### config.mk
export PLATFORM = sky130hd
export DESIGN_NAME = temporizador_multicanal
export DESIGN_NICKNAME = d
export VERILOG_FILES = /design/src/rtl/temporizador_multicanal.sv
export SDC_FILE = /design/constraint.sdc
export NUM_CORES = 1
export LEC_CHECK = 0
export CORE_ASPECT_RATIO = 1.4
export CORE_MARGIN = 2
export CORE_UTILIZATION = 34
export DETAILED_ROUTE_END_ITERATION = 16
export PLACE_DENSITY = 0.57
export SYNTH_ARGS = -nofsm -noshare
export SYNTH_HDL_FRONTEND = slang
export SYNTH_SLANG_ARGS = --single-unit
### constraint.sdc
create_clock -name clk -period 2.1 [get_ports clk]
set_clock_uncertainty 0.2 [all_clocks]
set_input_delay 0.21 -clock clk [delete_from_list [all_inputs] [get_ports clk]]
set_output_delay 0.21 -clock clk [all_outputs]
set_load 0.1 [all_outputs]
### src/rtl/temporizador_multicanal.sv
// Multi-channel frame timer: each flag is high for the first ciclos_i cycles of a PERIODO-cycle frame.
// Latency: rising edge of enter seen at clock edge E -> frame cycle 0 (flags/busy valid) in the cycle after E.
// Backpressure: none; stop aborts a running frame at the next edge, a new enter edge restarts the frame.
module temporizador_multicanal #(
    parameter int N_CH    = 3,
    parameter int W       = 5,
    parameter int PERIODO = 32
) (
    input  logic              clk,
    input  logic              rst_n,
    input  logic              enter,
    input  logic              stop,
    input  logic              modo,
    input  logic [N_CH*W-1:0] ciclos,
    output logic [N_CH-1:0]   flags,
    output logic              busy,
    output logic              done
);

    // Frame counter width; a one-bit floor keeps the vector legal for tiny frames.
    localparam int CW = (PERIODO > 1) ? $clog2(PERIODO) : 1;
    // Common width for counter-vs-threshold compares, one bit wider than either operand.
    localparam int CMPW = ((CW > W) ? CW : W) + 1;
    localparam logic [CW-1:0] ULTIMO = CW'(PERIODO - 1);

    typedef enum logic {
        IDLE = 1'b0,
        RUN  = 1'b1
    } estado_t;

    estado_t           estado;
    logic [CW-1:0]     cnt;
    logic [CW-1:0]     cnt_sig;
    logic [N_CH*W-1:0] ciclos_l;
    logic              modo_l;
    logic              enter_q;
    logic              inicio;

    // A start is only the 0->1 transition of enter; holding it high does nothing more.
    assign inicio  = enter & ~enter_q;
    assign cnt_sig = cnt + 1'b1;

    // Flag pattern for frame cycle k: channel i is high while k is below its threshold.
    // Thresholds at or above PERIODO simply keep the flag high all frame (no wrap).
    function automatic logic [N_CH-1:0] calc_flags(input logic [CW-1:0]     k,
                                                   input logic [N_CH*W-1:0] c);
        logic [N_CH-1:0] f;
        f = '0;
        for (int i = 0; i < N_CH; i++) begin
            f[i] = (CMPW'(k) < CMPW'(c[i*W +: W]));
        end
        return f;
    endfunction

    // Edge-history register for enter; cleared by reset so a held enter restarts after reset.
    always_ff @(posedge clk or negedge rst_n) begin
        if (!rst_n) begin
            enter_q <= 1'b0;
        end else begin
            enter_q <= enter;
        end
    end

    // Frame FSM; outputs are computed from the next frame cycle so they are registered for it.
    always_ff @(posedge clk or negedge rst_n) begin
        if (!rst_n) begin
            estado   <= IDLE;
            cnt      <= '0;
            ciclos_l <= '0;
            modo_l   <= 1'b0;
            flags    <= '0;
            busy     <= 1'b0;
            done     <= 1'b0;
        end else begin
            if ((estado == RUN) && stop) begin
                // Abort wins over a simultaneous start.
                estado <= IDLE;
                cnt    <= '0;
                flags  <= '0;
                busy   <= 1'b0;
                done   <= 1'b0;
            end else if (inicio) begin
                // Fresh start or restart: new frame with newly captured settings.
                estado   <= RUN;
                cnt      <= '0;
                ciclos_l <= ciclos;
                modo_l   <= modo;
                flags    <= calc_flags('0, ciclos);
                busy     <= 1'b1;
                done     <= (ULTIMO == '0);
            end else if (estado == RUN) begin
                if (cnt == ULTIMO) begin
                    if (modo_l) begin
                        // Periodic: back-to-back frame, settings re-captured at the boundary.
                        cnt      <= '0;
                        ciclos_l <= ciclos;
                        modo_l   <= modo;
                        flags    <= calc_flags('0, ciclos);
                        busy     <= 1'b1;
                        done     <= (ULTIMO == '0);
                    end else begin
                        // One-shot: the frame is over.
                        estado <= IDLE;
                        cnt    <= '0;
                        flags  <= '0;
                        busy   <= 1'b0;
                        done   <= 1'b0;
                    end
                end else begin
                    cnt   <= cnt_sig;
                    flags <= calc_flags(cnt_sig, ciclos_l);
                    busy  <= 1'b1;
                    done  <= (cnt_sig == ULTIMO);
                end
            end else begin
                cnt   <= '0;
                flags <= '0;
                busy  <= 1'b0;
                done  <= 1'b0;
            end
        end
    end

endmodule

# --- Word-level counts from Yosys, hierarchy flattened ---
# Cells that the tools add are included.
classes:
  bitwise_logic: 3
  magnitude_cmp: 6
  n_addsub: 1
  n_reduce_logical: 6
  mux: 26
  eq_ne: 2
ops:
  columns: ["operator", "count"]
  rows:
  - ["15-bit two-way mux", 4]
  - ["5-bit two-way mux", 4]
  - ["1-bit by 5-bit < comparator with 1-bit output (first input constant)", 3]
  - ["5-bit < comparator", 3]
  - ["3-bit two-way mux", 5]
  - ["1-bit two-way mux", 13]
  - ["5-bit equality test (second input constant)", 2]
  - ["2-bit nonzero test", 3]
  - ["5-bit by 1-bit adder with 5-bit output (second input constant)", 1]
  - ["4-bit AND reduction", 1]
  - ["3-bit AND reduction", 1]
  - ["1-bit inverter", 2]
  - ["1-bit AND", 1]
  - ["1-bit logical AND", 1]
totals:
  word_cells: 51
  regBits: 27

# --- Longest topological paths before layout ---
depth:
  word_depth: 6
  mapped_depth: 9

# --- Least setup slack after synthesis ---
# No wires, ideal clock.
synth_path:
  path_kind: "register to register"
  from: "reg estado"
  to: "reg ciclos_l[0]"
  setup_ns: 0.125
  period_less_slack_ns: 2.294
  path_buffers: 1
  slack_ns: -0.194
  t_arrival_ns: 1.969
  stages_incl_launch_ff: 5
  path_cell_list: "dfrtp_1 -> buf_2 -> nand3_1 -> a22oi_4 -> mux2_2"
synth_between:
  elab_chain_len: 3
  elab_cells_between_ends: 4
synth_rtl:
  columns: ["element", "line", "rtl"]
  rows:
  - ["start: declaration", "31", "estado_t estado;"]
  - ["start signal: assignment", "67", "estado <= IDLE;"]
  - ["start signal: assignment", "77", "estado <= IDLE;"]
  - ["start signal: assignment", "84", "estado <= RUN;"]
  - ["1-bit logical AND", "75", "if ((estado == RUN) && stop) begin"]
  - ["1-bit inverter (no source line)", null, null]
  - ["4-bit AND reduction (no source line) *", null, null]
  - ["end signal: assignment", "86", "ciclos_l <= ciclos;"]
  - ["end signal: assignment", "96", "ciclos_l <= ciclos;"]
  - ["end: declaration", "34", "logic [N_CH*W-1:0] ciclos_l;"]
# Mark *: on every way between the ends. The rest lies on a longest branch, timed or not.
# A chain may end at the register's enable or synchronous reset.

# --- Worst setup path in the final report ---
layout_path:
  from: "reg cnt[1]"
  to: "reg flags[2]"
layout_between:
  elab_chain_len: 6
  elab_cells_between_ends: 7
layout_rtl:
  columns: ["element", "line", "rtl"]
  rows:
  - ["start: declaration", "32", "logic [CW-1:0] cnt;"]
  - ["start signal: assignment", "110", "cnt <= cnt_sig;"]
  - ["5-bit by 1-bit adder with 5-bit output", "41", "assign cnt_sig = cnt + 1'b1;"]
  - ["5-bit < comparator", "50", "f[i] = (CMPW'(k) < CMPW'(c[i*W +: W]));"]
  - ["3-bit two-way mux *", "92", "if (cnt == ULTIMO) begin"]
  - ["3-bit two-way mux *", "91", "end else if (estado == RUN) begin"]
  - ["3-bit two-way mux *", "82", "end else if (inicio) begin"]
  - ["3-bit two-way mux *", "75", null]
  - ["end signal: assignment", "88", "flags <= calc_flags('0, ciclos);"]
  - ["end signal: assignment", "98", "flags <= calc_flags('0, ciclos);"]
  - ["end signal: assignment", "111", "flags <= calc_flags(cnt_sig, ciclos_l);"]
  - ["end: declaration", "15", "output logic [N_CH-1:0] flags,"]
# Marks and branches as above.

==> results.py <==
metrics = {
    "placement": {
        "portBuffers": 24,
        "dp_hpwl_um": 2340,
        "post_dp_cell_area_sq_mm": 0.001773,
        "dpl_worst_slack_ns": -0.09175,
        "place.gp.congestion": 0.8251,
    },
    "worst_setup_path": {
        "cp_data_arrival_time_ns": 2.06,
        "path_class": "reg -> reg",
        "crit_path_start_kind": "register",
        "critPathMaxFanout": 5,
        "crit_chain": "ha_2, and3_4, ha_4, ha_4, nor4_4, a21oi_1, a21oi_1",
        "worstSetupEndpointType": "register",
        "slowest_delay_ns": 0.41,
        "crit_path_top_delay_cell": "dfrtp_1",
        "cp.required_ns": 2.09,
    },
    "cells_and_area": {
        "fillers": 410,
        "multi_input_area_sq_um": 758.2,
        "layout_commonest_cell": "dfrtp_1",
        "mostFrequentLayoutCells": "26 x dfrtp_1, 21 x nand2_1, 19 x clkdlybuf4s50_1, 17 x buf_4, 15 x o21ai_0",
        "drive_gt1_frac": 0.2174,
        "synthToLayoutAreaGrowth_pct": 31.22,
        "regArea_sq_um": 676.9,
        "fin_util": 0.4592,
        "antenna_cells": 0,
        "layout.nets": 220,
        "fin_area_sq_mm": 0.001914,
    },
    "power": {
        "p_seq_frac": 0.456,
        "clockPowerShare": 0.204,
        "switching_share": 0.3536,
        "power_switching_w": 0.0005086,
        "p_leak_nw": 0.8824,
        "internal_power_w": 0.0009299,
        "peakVddDrop_mv": 0.2953,
        "power.density_mw_per_mm2": 751.5,
        "combPwrFrac": 0.340,
    },
    "routing": {
        "firstDrtPassIters": 3,
        "drtAntennaViolNets": 0,
        "drt_wl_total_um": 3058,
        "drc_errors": 0,
        "routedWlPerCell_um": 13.35,
        "drtIter0Drc": 22,
        "via_count": 1142,
        "post_drt_via_cell_ratio": 4.987,
    },
    "global_route": {
        "overflow": 0,
        "antenna_found_initial": 0,
        "grt_max_degree": 28,
        "grt_pass1_wl_um": 5112,
        "grt_usage": 0.1426,
        "grt_pass1_vias": 1185,
    },
    "clock_network": {
        "htree_levels": 1,
        "root_buffer": "clkbuf_8",
        "clock_latency_ns": 0.27,
        "cts_buffers": 3,
        "cts.clk_slew.worst_paths_ns": 0.09,
        "clk_path_buf_depth": 2,
        "clock_sinks": 27,
        "cts_hold_buf": 0,
        "tritoncts": "yes",
    },
    "sta": {
        "holdWs_ns": 0.1025,
        "hold_viol_final": 0,
        "period_minus_slack_ns": 2.074,
        "setup_viol": 0,
        "layout_setup_ws_ns": 0.02650,
        "fin_crit_sh": 0.9874,
        "setup_tns_ns": 0,
        "finalMaxSlewViolations": 0,
        "rsz0062_at_grt": "true",
        "maxSlewHeadroom": 0.7696,
        "worst_pin_slew_ns": 0.3456,
        "fmax_mhz": 482.3,
    },
    "floorplan": {
        "die_width_um": 59.36,
        "die_area_sq_mm": 0.004838,
        "die_h_um": 81.51,
        "rows": 28,
        "start_util": 0.3499,
        "io_pins": 25,
        "core_area_sq_mm": 0.004169,
    },
    "yosys": {
        "ys_ff_latch": 27,
        "seq_area_frac_synth": 0.4631,
        "syn-num-nets": 184,
        "yosys_warnings": 0,
        "ys_types": 32,
        "syn_inst": 149,
        "syn_area_sq_mm": 0.001459,
        "avgSynthCellArea_sq_um": 9.791,
    },
    "job": {
        "maxCapViolations": 0,
    },
    "worst_hold_path": {
        "hp-class": "in -> async",
    },
    "status": {
        "status": "completed",
    },
}
[path summary, 6_finish.rpt]
check                      slack [ns]  cells after the start         from           to
max                              0.03                      7       cnt[1]     flags[2]
min                              0.10                      2        rst_n       cnt[3]
max reg2reg                      0.03                      7       cnt[1]     flags[2]
min reg2reg                      0.33                      1  ciclos_l[0]  ciclos_l[0]
max in group asynchronous        1.32                      2        rst_n       estado
min in group clk                 0.22                      1        enter      enter_q
[flip-flops by register name, summed over array words and instances, names as in the netlist]
signal,flops
estado,1
cnt,5
modo_l,1
flags,3
done,1
enter_q,1
ciclos_l,15
[synthesized netlist by cell type (all sizes together)]
| library cell | number | area (sq um) |
|---|---|---|
| buf | 4 | 28.78 |
| or2b | 1 | 8.760 |
| nor2 | 7 | 26.28 |
| nand2 | 21 | 78.83 |
| nor3b | 1 | 7.510 |
| mux2 | 3 | 33.78 |
| or3 | 1 | 11.26 |
| xor2 | 2 | 17.52 |
| nor2b | 2 | 22.52 |
| nor4 | 4 | 25.02 |
| nand3 | 3 | 15.01 |
| a211oi | 2 | 15.01 |
| or4 | 1 | 7.510 |
| o41ai | 1 | 16.27 |
| clkbuf | 1 | 5.000 |
| nor3 | 2 | 10.01 |
| a221oi | 1 | 8.760 |
| inv | 16 | 60.06 |
| nand2b | 2 | 12.51 |
| a22oi | 1 | 21.27 |
| dfrtp | 27 | 675.7 |
| ha | 15 | 187.7 |
| and3 | 1 | 6.260 |
| a21oi | 9 | 45.04 |
| o21ai | 18 | 90.08 |
| o21a | 1 | 7.510 |
| and2 | 1 | 6.260 |
| and4 | 1 | 8.760 |
[area by class of cell]
type | count | area share
Sequential cell | 27 | 0.3536
Clock buffer | 4 | 0.02353
Tap cell | 45 | 0.02941
Timing Repair Buffer | 36 | 0.1660
Inverter | 16 | 0.03137
Multi-Input combinational cell | 101 | 0.3961
[metrics by stage]
step / cells / power [W]
2_1_floorplan: 149 / 0.0009874
3_3_place_gp: 221 / 0.001122
3_5_place_dp: 221 / 0.001135
4_1_cts: 225 / 0.001435
5_1_grt: 229 / 0.001536
6_report: 229 / 0.001439
[power groups by stage]
stage               Clock, W  Sequential [W]  Combinational, W
finish              0.000294        0.000655          0.000489
global route        0.000325        0.000669          0.000542
CTS                 0.000308        0.000657          0.000470
detailed placement         0        0.000668          0.000467
global placement           0        0.000663          0.000459
floorplan                  0        0.000778          0.000209
[cell families after synthesis]
kind of cell | count (synthesis) | synth area share
fa+ha+maj | 15 | 0.1286
xor+xnor | 2 | 0.01201
simple gates | 48 | 0.1690
mux | 3 | 0.02315
compound gates | 33 | 0.1398
buf+inv | 21 | 0.06432
flops | 27 | 0.4631
[per-layer routing]
layer / vias to the layer above / share of wire / GRT usage
li1: 574 / - / -
met1: 550 / 0.40 / 0.1505
met2: 13 / 0.55 / 0.2626
met3: 5 / 0.025 / 0.02362
met4: 0 / 0.021 / 0.07500
met5: - / 0 / 0
[timing repair]
| item | CTS | global route |
|---|---|---|
| setup buffers | 0 | 4 |
| pin swaps | 1 | 5 |
| setup endpoints to repair | 6 | 14 |
| gates resized for setup | 1 | 11 |
[worst max-delay path: cells and delay by family (launching register included)]
kind,cells,cell delay (ns)
AO/OA/AOI/OAI,2,0.26
AND/OR/NAND/NOR,2,0.43
adder cells (fa/ha/maj),3,0.69
flip-flops,1,0.41
(Power assumes the default switching activity.)
